===== config.mk =====
export PLATFORM = sky130hd
export DESIGN_NAME = sb_trans_rx_flat
export DESIGN_NICKNAME = d
export VERILOG_FILES = /design/src/rtl/sb_trans_rx_pkg.sv /design/src/rtl/sb_trans_rx_if.sv /design/src/rtl/sb_uart_rx.sv /design/src/rtl/sb_trans_rx.sv /design/src/flat_wrapper.sv
export SDC_FILE = /design/constraint.sdc
export NUM_CORES = 1
export LEC_CHECK = 0
export BUFFER_PORTS_ARGS = -buffer_cell sky130_fd_sc_hd__buf_2
export CORE_ASPECT_RATIO = 0.6
export CORE_MARGIN = 2
export CORE_UTILIZATION = 35
export DETAILED_ROUTE_END_ITERATION = 6
export PLACE_DENSITY = 0.59
export SKIP_LAST_GASP = 1
export SLEW_MARGIN = 10
export SYNTH_ARGS = -nofsm -noshare
export SYNTH_HDL_FRONTEND = slang
export SYNTH_HIERARCHICAL = 1
export SYNTH_SLANG_ARGS = --single-unit

===== constraint.sdc =====
create_clock -name sb_clk -period 8 [get_ports sb_clk]
set_clock_uncertainty 0.2 [all_clocks]
set_input_delay 0.4 -clock sb_clk [delete_from_list [all_inputs] [get_ports sb_clk]]
set_output_delay 0.4 -clock sb_clk [all_outputs]
set_load 0.05 [all_outputs]

===== src/rtl/sb_trans_rx_pkg.sv =====
// -----------------------------------------------------------------------------
// sb_pkg
// Shared definitions for the sideband transaction receiver:
//   - DLE framing byte values (DLE, STX_CMD, STX_RSP, ETX)
//   - bit-level and frame-level FSM state encodings
//   - default maximum unstuffed payload size
// -----------------------------------------------------------------------------
package sb_pkg;

  localparam logic [7:0] DLE     = 8'hFE;
  localparam logic [7:0] STX_CMD = 8'h05;
  localparam logic [7:0] STX_RSP = 8'h04;
  localparam logic [7:0] ETX     = 8'h40;

  localparam int MAX_PAYLOAD_DEF = 16;

  typedef enum logic [1:0] {
    BIT_IDLE,
    BIT_DATA,
    BIT_STOP
  } bit_state_t;

  typedef enum logic [1:0] {
    HUNT,
    GOT_DLE,
    IN_FRAME,
    IN_DLE
  } frame_state_t;

endpackage


===== src/rtl/sb_trans_rx_if.sv =====
// -----------------------------------------------------------------------------
// sb_trans_rx_if
// Bundles the serial input and the recovered-transaction outputs of
// sb_trans_rx.
//   sbtx_i         serial line, idles high
//   trans_valid_o  one-cycle pulse on a good transaction
//   trans_stx_o    STX code of the last good transaction
//   trans_len_o    payload byte count of the last good transaction
//   trans_data_o   payload, byte i at [8i+7:8i], zero beyond len
//   trans_err_o    one-cycle pulse on a discarded transaction
// Modports: master = line driver / transaction consumer, slave = receiver.
// -----------------------------------------------------------------------------
interface sb_trans_rx_if
  import sb_pkg::*;
#(
  parameter int MAX_PAYLOAD = MAX_PAYLOAD_DEF
);

  logic                     sbtx_i;
  logic                     trans_valid_o;
  logic [7:0]               trans_stx_o;
  logic [4:0]               trans_len_o;
  logic [8*MAX_PAYLOAD-1:0] trans_data_o;
  logic                     trans_err_o;

  modport master (
    output sbtx_i,
    input  trans_valid_o, trans_stx_o, trans_len_o, trans_data_o, trans_err_o
  );

  modport slave (
    input  sbtx_i,
    output trans_valid_o, trans_stx_o, trans_len_o, trans_data_o, trans_err_o
  );

endinterface


===== src/rtl/sb_uart_rx.sv =====
// -----------------------------------------------------------------------------
// sb_uart_rx
// Bit-level deserializer: one bit per sb_clk, start 0, 8 data bits LSB first,
// stop 1.
// Ports:
//   sb_clk       clock, one serial bit per cycle
//   rst          synchronous active-high reset
//   sbtx_i       serial line
//   byte_o       last deserialized byte
//   byte_stb_o   high in the stop-bit sample cycle when the stop bit is 1
//   frame_err_o  high in the stop-bit sample cycle when the stop bit is 0
// The strobes are combinational so the frame FSM can register its result on
// the same edge that samples the stop bit.
// -----------------------------------------------------------------------------
module sb_uart_rx
  import sb_pkg::*;
(
  input  logic       sb_clk,
  input  logic       rst,
  input  logic       sbtx_i,
  output logic [7:0] byte_o,
  output logic       byte_stb_o,
  output logic       frame_err_o
);

  bit_state_t r_state, w_state_next;
  logic [2:0] r_bit_cnt, w_bit_cnt_next;
  logic [7:0] r_shift, w_shift_next;

  always_ff @(posedge sb_clk) begin
    if (rst) begin
      r_state   <= BIT_IDLE;
      r_bit_cnt <= 3'd0;
      r_shift   <= 8'h00;
    end else begin
      r_state   <= w_state_next;
      r_bit_cnt <= w_bit_cnt_next;
      r_shift   <= w_shift_next;
    end
  end

  always_comb begin
    w_state_next   = r_state;
    w_bit_cnt_next = r_bit_cnt;
    w_shift_next   = r_shift;
    byte_stb_o     = 1'b0;
    frame_err_o    = 1'b0;
    case (r_state)
      BIT_IDLE: begin
        if (!sbtx_i) begin
          w_state_next   = BIT_DATA;
          w_bit_cnt_next = 3'd0;
        end
      end
      BIT_DATA: begin
        // LSB arrives first, so shift in from the top.
        w_shift_next   = {sbtx_i, r_shift[7:1]};
        w_bit_cnt_next = r_bit_cnt + 3'd1;
        if (r_bit_cnt == 3'd7) w_state_next = BIT_STOP;
      end
      BIT_STOP: begin
        byte_stb_o   = sbtx_i;
        frame_err_o  = ~sbtx_i;
        w_state_next = BIT_IDLE;
      end
      default: w_state_next = BIT_IDLE;
    endcase
  end

  assign byte_o = r_shift;

endmodule


===== src/rtl/sb_trans_rx.sv =====
// -----------------------------------------------------------------------------
// sb_trans_rx
// Recovers DLE-framed sideband transactions from the serial stream:
// FE STX payload... FE 40, with payload FE sent as FE FE.
// Ports:
//   sb_clk  clock, one serial bit per cycle
//   rst     synchronous active-high reset
//   bus     sb_trans_rx_if.slave (serial in, transaction outputs)
// Output registers change only on a good transaction; errors only pulse.
// -----------------------------------------------------------------------------
module sb_trans_rx
  import sb_pkg::*;
#(
  parameter int MAX_PAYLOAD = MAX_PAYLOAD_DEF
)(
  input  logic         sb_clk,
  input  logic         rst,
  sb_trans_rx_if.slave bus
);

  localparam logic [4:0] MAX_CNT = 5'(MAX_PAYLOAD);

  logic [7:0] w_byte;
  logic       w_byte_stb;
  logic       w_frame_err;

  sb_uart_rx u_uart (
    .sb_clk      (sb_clk),
    .rst         (rst),
    .sbtx_i      (bus.sbtx_i),
    .byte_o      (w_byte),
    .byte_stb_o  (w_byte_stb),
    .frame_err_o (w_frame_err)
  );

  frame_state_t r_state, w_state_next;
  logic [4:0]   r_count, w_count_next;
  logic [7:0]   r_stx_lat, w_stx_lat_next;
  logic         r_valid, r_err, r_good_dummy;
  logic [7:0]   r_stx;
  logic [4:0]   r_len;
  logic         w_store_req, w_wr_en, w_good, w_err;
  logic [7:0]   w_store_byte;

  always_comb begin
    w_state_next   = r_state;
    w_count_next   = r_count;
    w_stx_lat_next = r_stx_lat;
    w_store_req    = 1'b0;
    w_store_byte   = w_byte;
    w_wr_en        = 1'b0;
    w_good         = 1'b0;
    w_err          = 1'b0;
    if (w_byte_stb) begin
      case (r_state)
        HUNT: if (w_byte == DLE) w_state_next = GOT_DLE;
        GOT_DLE: begin
          if (w_byte == STX_CMD || w_byte == STX_RSP) begin
            w_stx_lat_next = w_byte;
            w_count_next   = 5'd0;
            w_state_next   = IN_FRAME;
          end else if (w_byte != DLE) begin
            w_state_next = HUNT;
          end
        end
        IN_FRAME: begin
          if (w_byte == DLE) w_state_next = IN_DLE;
          else               w_store_req  = 1'b1;
        end
        IN_DLE: begin
          w_state_next = HUNT;
          if (w_byte == DLE) begin
            // Stuffed DLE: payload byte 0xFE.
            w_store_req  = 1'b1;
            w_store_byte = DLE;
            w_state_next = IN_FRAME;
          end else if (w_byte == ETX) begin
            // Count can never exceed MAX_CNT here, so only zero is bad.
            if (r_count == 5'd0) w_err  = 1'b1;
            else                 w_good = 1'b1;
          end else begin
            w_err = 1'b1;
          end
        end
        default: w_state_next = HUNT;
      endcase
      // Overflow is caught before the increment, so the count never wraps.
      if (w_store_req) begin
        if (r_count == MAX_CNT) begin
          w_err        = 1'b1;
          w_state_next = HUNT;
        end else begin
          w_wr_en      = 1'b1;
          w_count_next = r_count + 5'd1;
        end
      end
    end else if (w_frame_err && r_state != HUNT) begin
      w_err        = 1'b1;
      w_state_next = HUNT;
    end
  end

  always_ff @(posedge sb_clk) begin
    if (rst) begin
      r_state      <= HUNT;
      r_count      <= 5'd0;
      r_stx_lat    <= 8'h00;
      r_valid      <= 1'b0;
      r_err        <= 1'b0;
      r_stx        <= 8'h00;
      r_len        <= 5'd0;
      r_good_dummy <= 1'b0;
    end else begin
      r_state      <= w_state_next;
      r_count      <= w_count_next;
      r_stx_lat    <= w_stx_lat_next;
      r_valid      <= w_good;
      r_err        <= w_err;
      r_good_dummy <= 1'b0;
      if (w_good) begin
        r_stx <= r_stx_lat;
        r_len <= r_count;
      end
    end
  end

  // Per-byte payload buffer and output register; output bytes at or beyond
  // the completed count are forced to zero so stale bytes never leak.
  genvar gi;
  generate
    for (gi = 0; gi < MAX_PAYLOAD; gi++) begin : g_byte
      localparam logic [4:0] IDX = 5'(gi);
      logic [7:0] r_buf_byte;
      logic [7:0] r_out_byte;
      always_ff @(posedge sb_clk) begin
        if (rst) begin
          r_buf_byte <= 8'h00;
          r_out_byte <= 8'h00;
        end else begin
          if (w_wr_en && r_count == IDX) r_buf_byte <= w_store_byte;
          if (w_good) r_out_byte <= (IDX < r_count) ? r_buf_byte : 8'h00;
        end
      end
      assign bus.trans_data_o[8*gi +: 8] = r_out_byte;
    end
  endgenerate

  assign bus.trans_valid_o = r_valid;
  assign bus.trans_err_o   = r_err | r_good_dummy;
  assign bus.trans_stx_o   = r_stx;
  assign bus.trans_len_o   = r_len;

endmodule


===== src/flat_wrapper.sv =====
// flat-port wrapper written by rule: the top's interface ports become plain ports
module sb_trans_rx_flat import sb_pkg::*;
#(
  parameter int MAX_PAYLOAD = MAX_PAYLOAD_DEF
)
  (sb_clk, rst, bus_sbtx_i, bus_trans_valid_o, bus_trans_stx_o, bus_trans_len_o, bus_trans_data_o, bus_trans_err_o);
  sb_trans_rx_if #(.MAX_PAYLOAD(MAX_PAYLOAD)) bus_i ();
  input  logic sb_clk;
  input  logic rst;
  input wire logic [$bits(bus_i.sbtx_i)-1:0] bus_sbtx_i;
  output wire logic [$bits(bus_i.trans_valid_o)-1:0] bus_trans_valid_o;
  output wire logic [$bits(bus_i.trans_stx_o)-1:0] bus_trans_stx_o;
  output wire logic [$bits(bus_i.trans_len_o)-1:0] bus_trans_len_o;
  output wire logic [$bits(bus_i.trans_data_o)-1:0] bus_trans_data_o;
  output wire logic [$bits(bus_i.trans_err_o)-1:0] bus_trans_err_o;
  assign bus_i.sbtx_i = bus_sbtx_i;
  assign bus_trans_valid_o = bus_i.trans_valid_o;
  assign bus_trans_stx_o = bus_i.trans_stx_o;
  assign bus_trans_len_o = bus_i.trans_len_o;
  assign bus_trans_data_o = bus_i.trans_data_o;
  assign bus_trans_err_o = bus_i.trans_err_o;
  sb_trans_rx #(.MAX_PAYLOAD(MAX_PAYLOAD)) u_core (.sb_clk(sb_clk), .rst(rst), .bus(bus_i));
endmodule

After elaboration in Yosys (flattened, before gate mapping)
Index checks and enable logic that the tools add are counted.
{"block": "totals", "regBits": 299, "latch_bits": 0, "mem_bits_rw": 0, "mem_bits_ro": 0, "inputBits": 3, "out_inout_bits": 143, "memories": 0}
{"block": "classes", "add_sub_neg": 2, "mul": 0, "n_div": 0, "order_cmp": 16, "eq_ne": 29, "shift": 0, "n_mux": 60, "n_bitwise": 1, "n_reduce_logical": 27}
{"operator": "$mux 8", "count": 19}
{"operator": "$eq 5x4->1 const B", "count": 8}
{"operator": "$lt 4x5->1 const A", "count": 8}
{"operator": "$mux 2", "count": 11}
{"operator": "$mux 1", "count": 21}
{"operator": "$eq 5x3->1 const B", "count": 4}
{"operator": "$lt 3x5->1 const A", "count": 4}
{"operator": "$mux 5", "count": 4}
{"operator": "$logic_and 1x1->1", "count": 17}
{"operator": "$eq 8x3->1 const B", "count": 2}
{"operator": "$eq 5x2->1 const B", "count": 2}
{"operator": "$lt 1x5->1 const A", "count": 2}
{"operator": "$lt 2x5->1 const A", "count": 2}
{"operator": "$eq 8x7->1 const B", "count": 1}
{"operator": "$eq 8x8->1 const B", "count": 1}
{"operator": "$ne 8x8->1 const B", "count": 1}
{"operator": "$pmux 2 s4", "count": 1}
{"operator": "$eq 2x2->1 const B", "count": 3}
{"operator": "$pmux 3 s2", "count": 1}
{"operator": "$reduce_bool 2->1", "count": 3}
{"operator": "$add 5x1->5 const B", "count": 1}
{"operator": "$eq 5x1->1 const B", "count": 1}
{"operator": "$eq 5x5->1 const B", "count": 1}
{"operator": "$logic_not 5->1", "count": 1}
{"operator": "12 further kinds", "count": 16}

Longest topological paths before layout
{"block": "logic_depth", "depth_word": 8, "mapped_depth": 12}

Cells and area by module
Netlist, hierarchy kept.
{"mod": "sb_trans_rx", "instances": 1, "cells_each": 1115, "area_per_inst_um2": 10921.7}
{"mod": "sb_uart_rx", "instances": 1, "cells_each": 58, "area_per_inst_um2": 549.3}

Worst setup path before layout
Ideal clock, no wire load.
{"block": "synth_path", "path_kind": "reg2reg", "from": "register u_core.r_count[1]", "to": "register u_core.g_byte[3].r_buf_byte[0]", "setup_time_ns": 0.124, "arrival_time_ns": 2.307, "path_slack_ns": 5.369, "stages_incl_launch_ff": 11, "path_buffers": 4, "cell_sequence": "dfxtp_1 -> clkbuf_1 -> buf_2 -> inv_1 -> ha_1 -> clkbuf_1 -> nand3_1 -> nand4_2 -> or3_1 -> buf_2 -> mux2i_1"}
{"block": "synth_via", "elab_chain_len": 5, "elab_cells_between_ends": 6}
{"element": "start, declared", "line_no": "sb_trans_rx.sv:37", "rtl": "logic [4:0] r_count, w_count_next;"}
{"element": "start signal, assigned", "line_no": "sb_trans_rx.sv:115", "rtl": "r_count <= w_count_next;"}
{"element": "$eq 5x5->1", "line_no": "sb_trans_rx.sv:89", "rtl": "if (r_count == MAX_CNT) begin"}
{"element": "$mux 1", "line_no": "sb_trans_rx.sv:89"}
{"element": "$mux 1", "line_no": "sb_trans_rx.sv:88", "rtl": "if (w_store_req) begin"}
{"element": "$mux 1", "line_no": "sb_trans_rx.sv:54", "rtl": "if (w_byte_stb) begin"}
{"element": "$logic_and 1x1->1 *", "line_no": "sb_trans_rx.sv:140", "rtl": "if (w_wr_en && r_count == IDX) r_buf_byte <= w_store_byte;"}
{"element": "end signal, assigned", "line_no": "sb_trans_rx.sv:140"}
{"element": "end, declared", "line_no": "sb_trans_rx.sv:133", "rtl": "logic [7:0] r_buf_byte;"}
Every way passes the cells marked *; elsewhere a longest branch is shown, timed or not.
A chain may end at the register's enable or synchronous reset.

Final worst setup path
{"block": "layout_path", "from": "register u_core.u_uart.r_shift[6], in the netlist u_core/u_uart/byte_o[6]", "to": "register u_core.g_byte[1].r_out_byte[7]"}
{"block": "layout_via", "elab_chain_len": 5, "elab_cells_between_ends": 6}
{"element": "start, declared", "line_no": "sb_uart_rx.sv:28", "rtl": "logic [7:0] r_shift, w_shift_next;"}
{"element": "start signal, assigned", "line_no": "sb_uart_rx.sv:38", "rtl": "r_shift <= w_shift_next;"}
{"element": "$eq 8x7->1", "line_no": "sb_trans_rx.sv:77", "rtl": "end else if (w_byte == ETX) begin"}
{"element": "$mux 1", "line_no": "sb_trans_rx.sv:77"}
{"element": "$mux 1 *", "line_no": "sb_trans_rx.sv:72", "rtl": "if (w_byte == DLE) begin"}
{"element": "$mux 1 *", "line_no": "sb_trans_rx.sv:55", "rtl": "case (r_state)"}
{"element": "$mux 1 *", "line_no": "sb_trans_rx.sv:54"}
{"element": "end signal, assigned", "line_no": "sb_trans_rx.sv:141", "rtl": "if (w_good) r_out_byte <= (IDX < r_count) ? r_buf_byte : 8'h00;"}
{"element": "end, declared", "line_no": "sb_trans_rx.sv:134", "rtl": "logic [7:0] r_out_byte;"}
Marks and branches as above.

==> impl_metrics.yaml <==
critical_path:
  endpoint: "u_core/g_byte[1].r_out_byte[7]"
  crit_buf_inv: 1
  r2r_end: "u_core/g_byte[1].r_out_byte[7]"
  r2r_start: "u_core/u_uart/byte_o[6]"
  crit_type: "flop to flop"
  rr_worst_depth: 6
  crit_chain: "or3b_1 -> a21oi_1 -> and3_2 -> buf_4 -> nand3_1 -> a21oi_1"
  crit_path_top_delay_cell: "dfxtp_1"
  end_kind: "flop"
  critical_path.max_fanout: 71
  startpoint: "u_core/u_uart/byte_o[6]"
  cp.depth: 6
  cp_top_family: "simple AND/OR/NAND/NOR gates"
  critPathLaunchType: "flop"
  crit_top_cell: "a21oi_1"
  crit_arrival_ps: 3930
  reg2reg_slack_ps: 4340
  cp_data_required_time_ps: 8270
  max_stage_delay_ps: 980
synth:
  synthTopCellsByArea: "dfxtp_1 52%, mux2i_1 11%, nand2_1 4.4%"
  synth-seq-cells: 299
  ys_top_cells_by_count: "299 x dfxtp_1, 133 x nand2_1, 129 x mux2i_1"
  syn_area_mm2: 0.01147
  syn_nets: 1181
  synth_top_cell_by_area: "dfxtp_1"
  yosysWarnings: 6
  yosysMostFrequentCell: "dfxtp_1"
  avgSynthCellArea_um2: 9.779
  synthCells: 1173
  synth_ff_type: "dfxtp_1"
  synth_async_sr_flop_share_pct: 0
  synth_edf_count: 0
  ys_seq_area_share_pct: 52.18
  synth_top_area_share_pct: 52.18
  synth_cell_types: 56
clock_tree:
  cts.sinks: 299
  clkSlewWorstSetupHoldPaths_ps: 70
  cts_tree: "built"
  clk_path_buf_depth: 3
  clock_latency_ps: 560
  cts_made_buffers: 28
  root_buffer: "clkbuf_16"
  htreeDepth: 1
timing:
  fin_ws_ps: 4341
  fmax_mhz: 273.3
  setup_violations: 0
  finalHoldViolCount: 0
  min_period_ps: 3659
  slew_headroom_pct: 23.97
  rsz0062_at_grt: "false"
  finalMaxSlewViolations: 0
  tns_ps: 0
  finalCritPeriodShare_pct: 45.73
  tightestPinTransition_ps: 1138
power_and_ir_drop:
  switchingPower_w: 0.0006128
  vdd_ir_drop_max_uv: 168.1
  intPower_w: 0.002348
  p_clk_share_pct: 48.1
  pwr-share-seq_pct: 50.5
  p_sw_share_pct: 20.70
  comb_power_share_pct: 1.4
  p_per_area_mw_per_mm2: 221.7
  p_leak_nw: 6.096
die:
  die_w_um: 237.7
  ios: 146
  core_mm2: 0.03235
  die_h_um: 144.2
  start_util_pct: 35.46
  die-area_mm2: 0.03429
  row_count: 51
global_routing:
  grt_usage_pct: 17.38
  overflow: 0
  grt_max_degree: 112
  antenna_found_initial: 1
  grt_pass1_wl_um: 47300
  grt_pass1_vias: 8074
run_status:
  status: "finished, final reports clean"
placed_design:
  dpl_worst_slack_ps: 4340
  port_buffers: 145
  placed_area_mm2: 0.01234
  dp.cells: 1657
  routabilityCongestion: 0.7932
  dp_hpwl_um: 19340
route:
  drtIter0Drc: 647
  postRouteAntennaNets: 0
  wirelength_um: 30380
  vias: 8601
  dr.pass1.iters: 5
  drc: 0
  wire_per_inst_um: 17.77
  routed_via_density: 5.033
final_layout:
  final_area_mm2: 0.01335
  nFillCells: 3163
  stdcell_count: 1709
  areaGrowthSynthToFinish_pct: 16.42
  nets: 1272
  drive_above_1_share_pct: 18.61
min_path:
  hold_path_class: "input port to flop"
run:
  drv_cap: 0
==> state kept, by name (all words and copies together) (netlist names) <==
register and flops:
u_core/g_byte.r_buf_byte 128, u_core/g_byte.r_out_byte 128, u_core/bus.trans_stx_o 8, u_core/r_stx_lat 8
u_core/u_uart/byte_o 8, u_core/bus.trans_len_o 5, u_core/r_count 5, u_core/u_uart/r_bit_cnt 3
u_core/r_state 2, u_core/u_uart/r_state 2, u_core/bus.trans_valid_o 1, u_core/r_err 1
==> cell type report <==
cell class	instances	area (um2)	area share [%]
well taps	424	530.5	3.973
inverters	8	30.03	0.2249
repair buffers	156	817.0	6.118
multi-input cells	771	4991	37.37
clock inverters	11	175.2	1.312
diodes	1	2.502	0.01874
flip-flops and latches	299	5986	44.82
clock buffers	39	822.0	6.156
==> cell usage in the layout (no fill, tap or decap), types with 3 or more instances in the layout <==
master     synthesis  routed
dfxtp_1          299     299
buf_2             22     144
nand2_1          133     133
mux2i_1          129     129
nor2_1           128     127
nand3_1           84      83
nand3b_1          56      56
a21oi_1           52      52
a22o_1            48      48
clkbuf_16          0      28
nand2b_1          27      27
o21ai_0           15      15
a21oi_2           13      13
buf_4             10      10
clkbuf_8           0       8
inv_1              8       8
nand4_4            7       7
and2_1             7       7
and3_1             7       6
nor4_1             6       6
or3_1              5       5
ha_1               5       5
clkinv_2           0       4
bufinv_16          0       4
nand4_2            4       4
nand4b_1           4       4
clkbuf_1          52       3
or4_1              3       3
and4_1             3       3
==> power by group through the flow <==
stage | clock [W] | sequential [W] | combinational (W)
2_1_floorplan | 0 | 0.00152 | 0.0000365
3_3_place_gp | 0 | 0.00153 | 0.0000413
6_report | 0.00143 | 0.00149 | 0.0000416
5_1_grt | 0.00152 | 0.00149 | 0.0000452
4_1_cts | 0.00146 | 0.00149 | 0.0000419
3_5_place_dp | 0 | 0.00153 | 0.0000413
==> stage by stage <==
stage	total power [W]	util, %	hold slack, ps
4_1_cts	0.002993	41.27	66.93
6_report	0.002961	41.28	57.82
5_1_grt	0.003061	41.27	73.07
3_5_place_dp	0.001569	38.16	240.0
2_1_floorplan	0.001561	-	225.8
3_3_place_gp	0.001569	38.16	239.7
==> metal layers <==
| layer | share of wire (%) | global-route usage, % | up-vias |
|---|---|---|---|
| li1 | - | - | 4235 |
| met1 | 51 | 26.19 | 4125 |
| met2 | 42 | 25.82 | 202 |
| met3 | 5.3 | 3.130 | 39 |
| met4 | 1.7 | 3.343 | 0 |
| met5 | 0 | 0 | - |
==> kinds of logic after synthesis <==
group / Yosys count / synth area share, %
AND/OR/NAND/NOR: 494 / 22.88
AO/OA/AOI/OAI: 143 / 8.639
flip-flops: 299 / 52.18
adder cells (fa/ha/maj): 5 / 0.5454
buffers and inverters: 103 / 4.494
multiplexers: 129 / 11.26
==> how the worst min path moves through the flow <==
stage                                    from                         endpoint  slack, ps  cells after the start
2_1_floorplan             u_core/r_stx_lat[2]              u_core/r_stx_lat[2]        230                      2
3_3_place_gp   u_core/g_byte[3].r_out_byte[1]   u_core/g_byte[3].r_out_byte[1]        240                      2
3_5_place_dp              u_core/r_stx_lat[2]              u_core/r_stx_lat[2]        240                      2
4_1_cts                                   rst  u_core/g_byte[15].r_buf_byte[2]         70                      2
5_1_grt                                   rst  u_core/g_byte[15].r_buf_byte[2]         70                      2
6_report                                  rst  u_core/g_byte[15].r_buf_byte[2]         60                      2
==> timing repair <==
action,4_1_cts,5_1_grt
gates resized for setup,0,0
hold buffers,1,0
endpoints found under the hold margin,1,0
setup buffers,0,0
Power figures use the tool's default switching activity.
